**src/rtl/axi_slave_mem.sv**
```systemverilog
// ----------------------------------------------------------------------------
// axi_slave_mem
//
// Simplified AXI-style byte-wide slave memory. The write channel accepts an
// address (AW), a burst of data bytes (W) and returns a single response (B).
// The read channel independently accepts an address plus burst length (AR) and
// streams the bytes back (R). Both channels run concurrently against one array.
//
// Addresses at or above DEPTH have no backing storage: writes there are
// dropped and flagged SLVERR on B, reads there return 0x00 with SLVERR on
// that beat. Burst addresses wrap modulo 256.
//
// Ports:
//   clk, rst                      clock, synchronous active-high reset
//   AWVALID/AWREADY/AWADDR/AWID   write address channel
//   WVALID/WREADY/WDATA/WLAST     write data channel (one byte per beat)
//   BVALID/BREADY/BID/BRESP       write response (BRESP 1 = SLVERR)
//   ARVALID/ARREADY/ARADDR/ARLEN/ARID  read address channel (ARLEN = beats-1)
//   RVALID/RREADY/RDATA/RID/RRESP/RLAST  read data channel
// ----------------------------------------------------------------------------
module axi_slave_mem #(
    parameter int DEPTH = 256,
    parameter int ID_W  = 4
) (
    input  logic            clk,
    input  logic            rst,
    // write address
    input  logic            AWVALID,
    output logic            AWREADY,
    input  logic [7:0]      AWADDR,
    input  logic [ID_W-1:0] AWID,
    // write data
    input  logic            WVALID,
    output logic            WREADY,
    input  logic [7:0]      WDATA,
    input  logic            WLAST,
    // write response
    output logic            BVALID,
    input  logic            BREADY,
    output logic [ID_W-1:0] BID,
    output logic            BRESP,
    // read address
    input  logic            ARVALID,
    output logic            ARREADY,
    input  logic [7:0]      ARADDR,
    input  logic [3:0]      ARLEN,
    input  logic [ID_W-1:0] ARID,
    // read data
    output logic            RVALID,
    input  logic            RREADY,
    output logic [7:0]      RDATA,
    output logic [ID_W-1:0] RID,
    output logic            RRESP,
    output logic            RLAST
);

    localparam int IDX_W = (DEPTH > 1) ? $clog2(DEPTH) : 1;

    localparam logic [1:0] W_IDLE = 2'd0;
    localparam logic [1:0] W_DATA = 2'd1;
    localparam logic [1:0] W_RESP = 2'd2;

    localparam logic R_IDLE = 1'b0;
    localparam logic R_DATA = 1'b1;

    function automatic logic in_range(input logic [7:0] addr);
        return int'(addr) < DEPTH;
    endfunction

    // ------------------------------------------------------------------------
    // Storage
    // ------------------------------------------------------------------------
    logic [7:0]       mem_q [DEPTH];
    logic             mem_we;
    logic [IDX_W-1:0] mem_widx;
    logic [7:0]       mem_wdata;

    // ------------------------------------------------------------------------
    // Write channel state
    // ------------------------------------------------------------------------
    logic [1:0]      w_state_q, w_state_d;
    logic [7:0]      waddr_q,   waddr_d;
    logic [ID_W-1:0] bid_q,     bid_d;
    logic            werr_q,    werr_d;

    // ------------------------------------------------------------------------
    // Read channel state
    // ------------------------------------------------------------------------
    logic            r_state_q, r_state_d;
    logic [7:0]      raddr_q,   raddr_d;
    logic [3:0]      rlen_q,    rlen_d;
    logic [3:0]      rbeat_q,   rbeat_d;
    logic [ID_W-1:0] rid_q,     rid_d;
    logic [7:0]      rdata_q,   rdata_d;
    logic            rresp_q,   rresp_d;
    logic            rlast_q,   rlast_d;

    // Address whose byte is loaded into the R output register on the next
    // edge: the start address while idle, otherwise the following beat.
    logic [7:0] fetch_addr;
    logic       fetch_ok;
    logic [7:0] fetch_data;

    always_comb begin
        fetch_addr = (r_state_q == R_IDLE) ? ARADDR : (raddr_q + 8'd1);
        fetch_ok   = in_range(fetch_addr);
        fetch_data = fetch_ok ? mem_q[fetch_addr[IDX_W-1:0]] : 8'h00;
    end

    // ------------------------------------------------------------------------
    // Write FSM next-state
    // ------------------------------------------------------------------------
    // NOTE: every signal assigned in an always_comb gets a default first so no
    // path leaves it unassigned; otherwise synthesis infers a latch.
    always_comb begin
        w_state_d = w_state_q;
        waddr_d   = waddr_q;
        bid_d     = bid_q;
        werr_d    = werr_q;
        mem_we    = 1'b0;
        mem_widx  = '0;
        mem_wdata = WDATA;

        case (w_state_q)
            W_IDLE: begin
                if (AWVALID) begin
                    waddr_d   = AWADDR;
                    bid_d     = AWID;
                    werr_d    = 1'b0;
                    w_state_d = W_DATA;
                end
            end
            W_DATA: begin
                if (WVALID) begin
                    if (in_range(waddr_q)) begin
                        mem_we   = 1'b1;
                        mem_widx = waddr_q[IDX_W-1:0];
                    end else begin
                        werr_d = 1'b1;
                    end
                    waddr_d = waddr_q + 8'd1;
                    if (WLAST) begin
                        w_state_d = W_RESP;
                    end
                end
            end
            W_RESP: begin
                if (BREADY) begin
                    w_state_d = W_IDLE;
                end
            end
            default: w_state_d = W_IDLE;
        endcase
    end

    // ------------------------------------------------------------------------
    // Read FSM next-state
    // ------------------------------------------------------------------------
    always_comb begin
        r_state_d = r_state_q;
        raddr_d   = raddr_q;
        rlen_d    = rlen_q;
        rbeat_d   = rbeat_q;
        rid_d     = rid_q;
        rdata_d   = rdata_q;
        rresp_d   = rresp_q;
        rlast_d   = rlast_q;

        case (r_state_q)
            R_IDLE: begin
                if (ARVALID) begin
                    raddr_d   = ARADDR;
                    rlen_d    = ARLEN;
                    rid_d     = ARID;
                    rbeat_d   = 4'd0;
                    rdata_d   = fetch_data;
                    rresp_d   = ~fetch_ok;
                    rlast_d   = (ARLEN == 4'd0);
                    r_state_d = R_DATA;
                end
            end
            R_DATA: begin
                // Outputs only change on acceptance, so they hold while stalled.
                if (RREADY) begin
                    if (rlast_q) begin
                        rlast_d   = 1'b0;
                        r_state_d = R_IDLE;
                    end else begin
                        // Load the next beat on the accepting edge: no bubble.
                        raddr_d = fetch_addr;
                        rbeat_d = rbeat_q + 4'd1;
                        rdata_d = fetch_data;
                        rresp_d = ~fetch_ok;
                        rlast_d = ((rbeat_q + 4'd1) == rlen_q);
                    end
                end
            end
            default: r_state_d = R_IDLE;
        endcase
    end

    // ------------------------------------------------------------------------
    // Registers
    // ------------------------------------------------------------------------
    // NOTE: sequential state uses non-blocking assignments so every flop samples
    // pre-edge values regardless of block ordering.
    always_ff @(posedge clk) begin
        if (rst) begin
            w_state_q <= W_IDLE;
            waddr_q   <= 8'h00;
            bid_q     <= '0;
            werr_q    <= 1'b0;
            r_state_q <= R_IDLE;
            raddr_q   <= 8'h00;
            rlen_q    <= 4'd0;
            rbeat_q   <= 4'd0;
            rid_q     <= '0;
            rdata_q   <= 8'h00;
            rresp_q   <= 1'b0;
            rlast_q   <= 1'b0;
        end else begin
            w_state_q <= w_state_d;
            waddr_q   <= waddr_d;
            bid_q     <= bid_d;
            werr_q    <= werr_d;
            r_state_q <= r_state_d;
            raddr_q   <= raddr_d;
            rlen_q    <= rlen_d;
            rbeat_q   <= rbeat_d;
            rid_q     <= rid_d;
            rdata_q   <= rdata_d;
            rresp_q   <= rresp_d;
            rlast_q   <= rlast_d;
        end
    end

    // NOTE: the array is cleared on reset because the contents must read back
    // as 0x00 afterwards; this makes it a register file rather than an inferred
    // RAM macro, which is acceptable at this size.
    always_ff @(posedge clk) begin
        if (rst) begin
            for (int i = 0; i < DEPTH; i++) begin
                mem_q[i] <= 8'h00;
            end
        end else if (mem_we) begin
            mem_q[mem_widx] <= mem_wdata;
        end
    end

    // ------------------------------------------------------------------------
    // Outputs
    // ------------------------------------------------------------------------
    assign AWREADY = (w_state_q == W_IDLE);
    assign WREADY  = (w_state_q == W_DATA);
    assign BVALID  = (w_state_q == W_RESP);
    assign BID     = bid_q;
    assign BRESP   = werr_q;

    assign ARREADY = (r_state_q == R_IDLE);
    assign RVALID  = (r_state_q == R_DATA);
    assign RDATA   = rdata_q;
    assign RID     = rid_q;
    assign RRESP   = rresp_q;
    assign RLAST   = rlast_q;

endmodule

```
**config.mk**
```make
export PLATFORM = sky130hd
export DESIGN_NAME = axi_slave_mem
export DESIGN_NICKNAME = d
export VERILOG_FILES = /design/src/rtl/axi_slave_mem.sv
export SDC_FILE = /design/constraint.sdc
export NUM_CORES = 2
export LEC_CHECK = 0
export CAP_MARGIN = 30
export CORE_ASPECT_RATIO = 0.7
export CORE_MARGIN = 5
export CORE_UTILIZATION = 64
export CTS_CLUSTER_DIAMETER = 150
export DETAILED_ROUTE_END_ITERATION = 8
export HOLD_SLACK_MARGIN = 0.08
export PLACE_DENSITY = 0.81
export SLEW_MARGIN = 20
export SYNTH_ARGS = -nofsm -noshare
export SYNTH_HDL_FRONTEND = slang
export SYNTH_SLANG_ARGS = --single-unit
```
**constraint.sdc**
```tcl
create_clock -name clk -period 3 [get_ports clk]
set_input_delay 0.45 -clock clk [delete_from_list [all_inputs] [get_ports clk]]
set_output_delay 0.45 -clock clk [all_outputs]
set_load 0.02 [all_outputs]
```
Yosys cells after proc, flatten, opt, wreduce, memory -nomap -nowiden:

Memories as Yosys holds them, arrays and structs flattened.
Cells that the tools add are included.

* flip-flop bits (word level): 45
* RAM bits: 2048
* output and inout bits: 24
* logic and storage cells: 81
* memories kept: 1

* add/sub/neg operators: 3
* eq/ne operators: 10
* muxes and demuxes: 45
* bitwise gates (word level): 1
* reductions and logical operators: 10

Memories
* mem_q: words 256, bits a word 8, read ports 1, clocked after memory_dff 0, wr ports 256, line 73 `logic [7:0] mem_q [DEPTH];`

Operator list (count)
* 2-to-1 mux 8 bit: 13
* case mux 8 bit (2 select lines): 3
* 2-to-1 mux 1 bit: 17
* adder 8 x 1 -> 8 bit (second input constant): 2
* 2-to-1 mux 4 bit: 3
* inequality test 2 bit (second input constant): 5
* 2-to-1 mux 2 bit: 4
* case mux 4 bit (2 select lines): 1
* OR reduction 8 bit: 1
* case mux 1 bit (2 select lines): 3
* case mux 2 bit (3 select lines): 1
* AND reduction 2 bit: 3
* AND reduction 3 bit: 2
* adder 4 x 1 -> 4 bit (second input constant): 1
* == test 4 bit: 1
* zero test 4 bit: 1
* inequality test 2 x 1 -> 1 bit (second input constant): 2
* AND reduction 4 bit: 1
* == test 2 x 1 -> 1 bit (second input constant): 1
* == test 2 bit (second input constant): 1
* zero test 2 bit: 1
* nonzero test 2 bit: 1
* inverter 1 bit: 1

Depth between registers and ports, before layout:

* depth in word-level cells: 7
* mapped depth: 16
* gate-level depth less buffers: 10

Worst setup path after synthesis:

No wires, ideal clock.

* path kind: reg-to-reg
* from: reg r_state_q (netlist: RVALID)
* to: reg rdata_q[3] (netlist: RDATA[3])
* library setup time: 0.116 ns
* data arrival time: 2.711 ns
* required time: 2.884 ns
* slack: 0.172 ns
* stages on the path, launching flop included: 14
* path buffers: 5
* period minus slack after synthesis: 2.828 ns
* cell sequence: dfxtp_1 buf_6 nor2b_1 buf_4 nor2_8 buf_12 buf_12 buf_12 mux4_1 o2111ai_1 o211ai_1 a31oi_1 o21ai_0 o211a_1

* longest elaborated chain between the ends: 5
* elaborated cells on any way between the ends: 11
* classes of those cells: eq/ne (3); mux (5); bitwise (1); reduce/logical (1); memory (1)

RTL lines
* start: declaration: line 89 `logic r_state_q, r_state_d;`
* start signal: assignment: line 226 `r_state_q <= r_state_d;`
* 2-to-1 mux 8 bit: line 105 `fetch_addr = (r_state_q == R_IDLE) ? ARADDR : (raddr_q + 8'd1);`
* memory (256 x 8 bit)
* 2-to-1 mux 8 bit: line 185 `if (rlast_q) begin`
* 2-to-1 mux 8 bit: line 184 `if (RREADY) begin`
* case mux 8 bit (2 select lines): line 169 `case (r_state_q)`
* end signal: assignment: line 231 `rdata_q <= rdata_d;`
* end: declaration: line 94 `logic [7:0] rdata_q, rdata_d;`

Several ways; a longest one is shown, not always the timed one. The select of a mux whose other input is x is not followed.
A chain may end at the register's enable or synchronous reset.

Final worst setup path:

* from: reg raddr_q[0]
* to: reg rdata_q[5] (netlist: RDATA[5])

* longest elaborated chain between the ends: 6
* elaborated cells on any way between the ends: 7
* classes of those cells: add/sub (1); mux (5); memory (1)

RTL lines
* start: declaration: line 90 `logic [7:0] raddr_q, raddr_d;`
* start signal: assignment: line 227 `raddr_q <= raddr_d;`
* adder 8 x 1 -> 8 bit (*): line 105
* 2-to-1 mux 8 bit (*): line 105
* memory (256 x 8 bit) (*)
* 2-to-1 mux 8 bit: line 185
* 2-to-1 mux 8 bit: line 184
* case mux 8 bit (2 select lines) (*): line 169

Mark *: on every way between the ends. The rest lies on a longest branch, timed or not. The select of a mux whose other input is x is not followed.

==> impl_metrics.py <==
metrics = {
    "worst_setup_path": {
        "cp-start-kind": "flip-flop",
        "crit_arrival_ns": 4.09,
        "crit_type": "reg2reg",
        "worst-path-max-fanout": 11,
        "worstSetupEndpointType": "flip-flop",
        "required_ns": 3.79,
    },
    "die": {
        "die_w_um": 478,
        "ios": 68,
        "dieHeight_um": 338,
        "core_area_um2": 153000,
        "num_rows": 120,
        "dieArea_um2": 162000,
        "start_util_pct": 64.3,
    },
    "timing": {
        "period_needed_ns": 3.30,
        "fin_ws_ns": -0.300,
        "hold_ws_ns": 0.168,
        "worst_slew_pin_slew_ns": 1.02,
        "finalHoldViolations": 0,
        "relSlewSlack_pct": 31.8,
        "period_share_pct": 110,
        "finalClockSkew_ns": 0.0381,
        "slew_viol_final": 0,
        "timing.fmax_mhz": 303,
        "rsz0062_at_grt": "true",
        "setup_violations": 8,
    },
    "route": {
        "firstDrtPassIters": 9,
        "drt.antenna.violating_nets": 0,
        "post-route-drc-count": 0,
        "routed-wl-met3_um": 51600,
        "vias_per_cell": 6.66,
        "wl_per_cell_um": 30.4,
        "drtIter0Drc": 10639,
        "drt-total-wl_um": 299000,
        "highest_layer": "met5",
        "vias": 65535,
        "wl_met2_um": 126000,
        "wl_met1_um": 103000,
    },
    "global_routing": {
        "grt_pass1_wl_um": 434000,
        "grt_pass1_vias": 63850,
        "grt_max_degree": 118,
        "antenna_found_initial": 10,
        "grtUsageTotal_pct": 37.0,
        "globalRoute.totalOverflow": 0,
    },
    "power_and_ir_drop": {
        "cellPowerDensity_nw_per_um2": 604,
        "peakVddDrop_uv": 556,
        "p_leak_nw": 43.2,
        "power_mw": 69.2,
    },
    "layout": {
        "layout_common_cells": "edfxtp_1, and2_1, buf_4, nand2_1, mux4_2",
        "final_common_cell": "edfxtp_1",
        "layout-drive-gt1-share_pct": 25.1,
        "syn_to_final_growth_pct": 16.6,
        "num-fill-cells": 8566,
        "num-nets-final": 7707,
        "postLayoutCellArea_um2": 115000,
        "multi_input_area_um2": 34000,
        "regArea_um2": 62400,
    },
    "clock_tree": {
        "cts_buffers": 185,
        "cts_max_path_buffers": 3,
        "cts_tree": "yes",
        "cts_sinks": 2092,
        "clk_latency_ns": 0.85,
        "root_buffer": "clkbuf_16",
        "path_clk_slew_ns": 0.07,
        "cts-htree-levels": 4,
    },
    "place": {
        "dpl.hpwl_um": 194000,
        "post_dp_cell_area_um2": 106000,
        "dpl_worst_slack_ns": -1.33,
        "gp_congestion": 0.981,
        "io_buffers": 65,
    },
    "logic_synthesis": {
        "synthArstFlopShare_pct": 0,
        "synth_cells": 7092,
        "synth_area_leader_cell": "edfxtp_1",
        "synthDistinctLibCells": 73,
        "synth_edf_count": 2048,
        "synth.avg_cell_area_um2": 13.9,
        "yosysWarnings": 0,
        "ys_seq_elements": 2092,
        "seq_area_frac_synth_pct": 63.5,
        "netlist_area_um2": 98200,
        "synth.top_cell.area_share_pct": 62.6,
        "synthFlopType": "edfxtp_1",
        "synth_area_leaders": "edfxtp_1, and2_1, mux4_2",
    },
    "outcome": {
        "outcome": "finished with violations",
        "violations": "negative setup slack",
    },
    "job": {
        "drv_cap": 0,
    },
    "hold_path": {
        "hold_path_class": "in2reg",
    },
}
==> flip-flops by register name (all words and copies together), names as in the netlist <==
register and cells:
RLAST 1, RVALID 1, rlen_q 4, raddr_q 8, mem_q 2048, rbeat_q 4
RID 4, BID 4, waddr_q 8, RDATA 8, w_state_q 2
==> worst max-delay path, stage by stage (launching register included) <==
cell	delay, ns
dfxtp_4	0.38
buf_6	0.13
nor2b_4	0.06
nor2_8	0.22
buf_12	0.22
buf_12	0.20
buf_12	0.17
buf_4	0.25
nand2_1	0.08
a32oi_1	0.27
o211ai_1	0.21
o311a_1	0.19
a31oi_2	0.31
a221o_1	0.29
o311a_1	0.21
==> worst paths after layout <==
check	from	to	slack, ns	cells past startpoint
worst max-delay path	raddr_q[0]$_SDFFE_PP0P_	RDATA[5]$_SDFFE_PP0P_	-0.30	14
worst max register to register	raddr_q[0]$_SDFFE_PP0P_	RDATA[5]$_SDFFE_PP0P_	-0.30	14
worst min-delay path	ARID[2]	RID[2]$_SDFFE_PP0P_	0.17	3
worst min register to register	RID[1]$_SDFFE_PP0P_	RID[1]$_SDFFE_PP0P_	0.46	2
==> cell families (layout without fill, tap and decap cells) <==
| kind of cell | after synthesis | in the layout | share of synthesized area, % |
|---|---|---|---|
| buffers and inverters | 545 | 1268 | 2.92 |
| DFF | 2092 | 2092 | 63.5 |
| other | 1 | 10 | 0.00382 |
| xor gates and xnor gates | 9 | 9 | 0.0802 |
| muxes | 537 | 537 | 10.8 |
| AOI/OAI and AO/OA | 375 | 375 | 2.67 |
| adders and majority gates | 3 | 3 | 0.0382 |
| and+or+nand+nor | 3530 | 3530 | 19.9 |
==> routing by layer <==
layer	vias to the layer above	global-route usage (%)
met4	14	17.0
met2	5558	52.7
met5	-	0.765
met1	32169	51.1
met3	998	14.0
li1	26796	-
==> stage by stage <==
step	utilization, %	setup TNS, ns	std cells
after CTS	74.6	-0.833	9805
after global placement	69.2	-14.45	9399
final	75.0	-1.83	9837
after detailed placement	69.2	-19.21	9399
after global routing	75.0	-1.67	9830
after floorplan	-	0	7093
==> final cells by class <==
| cell class | count | share of cell area (%) |
|---|---|---|
| tap | 2013 | 2.20 |
| clock inverter | 125 | 1.26 |
| clock buffer | 218 | 4.30 |
| antenna | 8 | 0.0175 |
| multi-input combinational | 4456 | 29.7 |
| sequential | 2092 | 54.5 |
| inverter | 3 | 0.00983 |
| timing repair buffer | 922 | 8.07 |
==> synthesized netlist by cell type, types with 6 or more instances <==
master        n
nor2_1      325
mux2i_1     117
nor4_1        8
o211ai_1     38
buf_12       18
buf_2        66
nand2_1     570
nand3_1     224
nor2b_1       9
and3_1       61
buf_8         8
a32oi_1      51
and2_1     2014
clkbuf_1    364
a22oi_1       9
mux4_2      390
buf_4        30
dfxtp_1      44
o21ai_0      57
or2_2       257
o22ai_1      11
a21o_1        6
a221oi_1     15
mux2_2        6
a31oi_1      32
nand4_1      24
o2111ai_1    16
buf_6        32
nor3_1       18
a211oi_1     16
edfxtp_1   2048
mux4_1       24
buf_1        23
a21oi_1      69
==> report_power, final <==
group / internal [mW] / leakage [nW] / switching, mW
Clock: 14.4 / 3.10 / 11.0
Sequential: 33.0 / 21.5 / 0.438
Combinational: 4.24 / 18.6 / 6.14
==> repair_timing <==
| action | in CTS | in global routing |
|---|---|---|
| endpoints found under the setup margin | 17 | 33 |
| gates resized for setup | 229 | 72 |
| hold buffers | 1 | 0 |
| gates cloned | 15 | 1 |
| hold endpoints to repair | 4 | 0 |
| buffers inserted | 51 | 25 |
| pin swaps | 54 | 42 |
No activity file was read; power rests on OpenSTA's default activity.
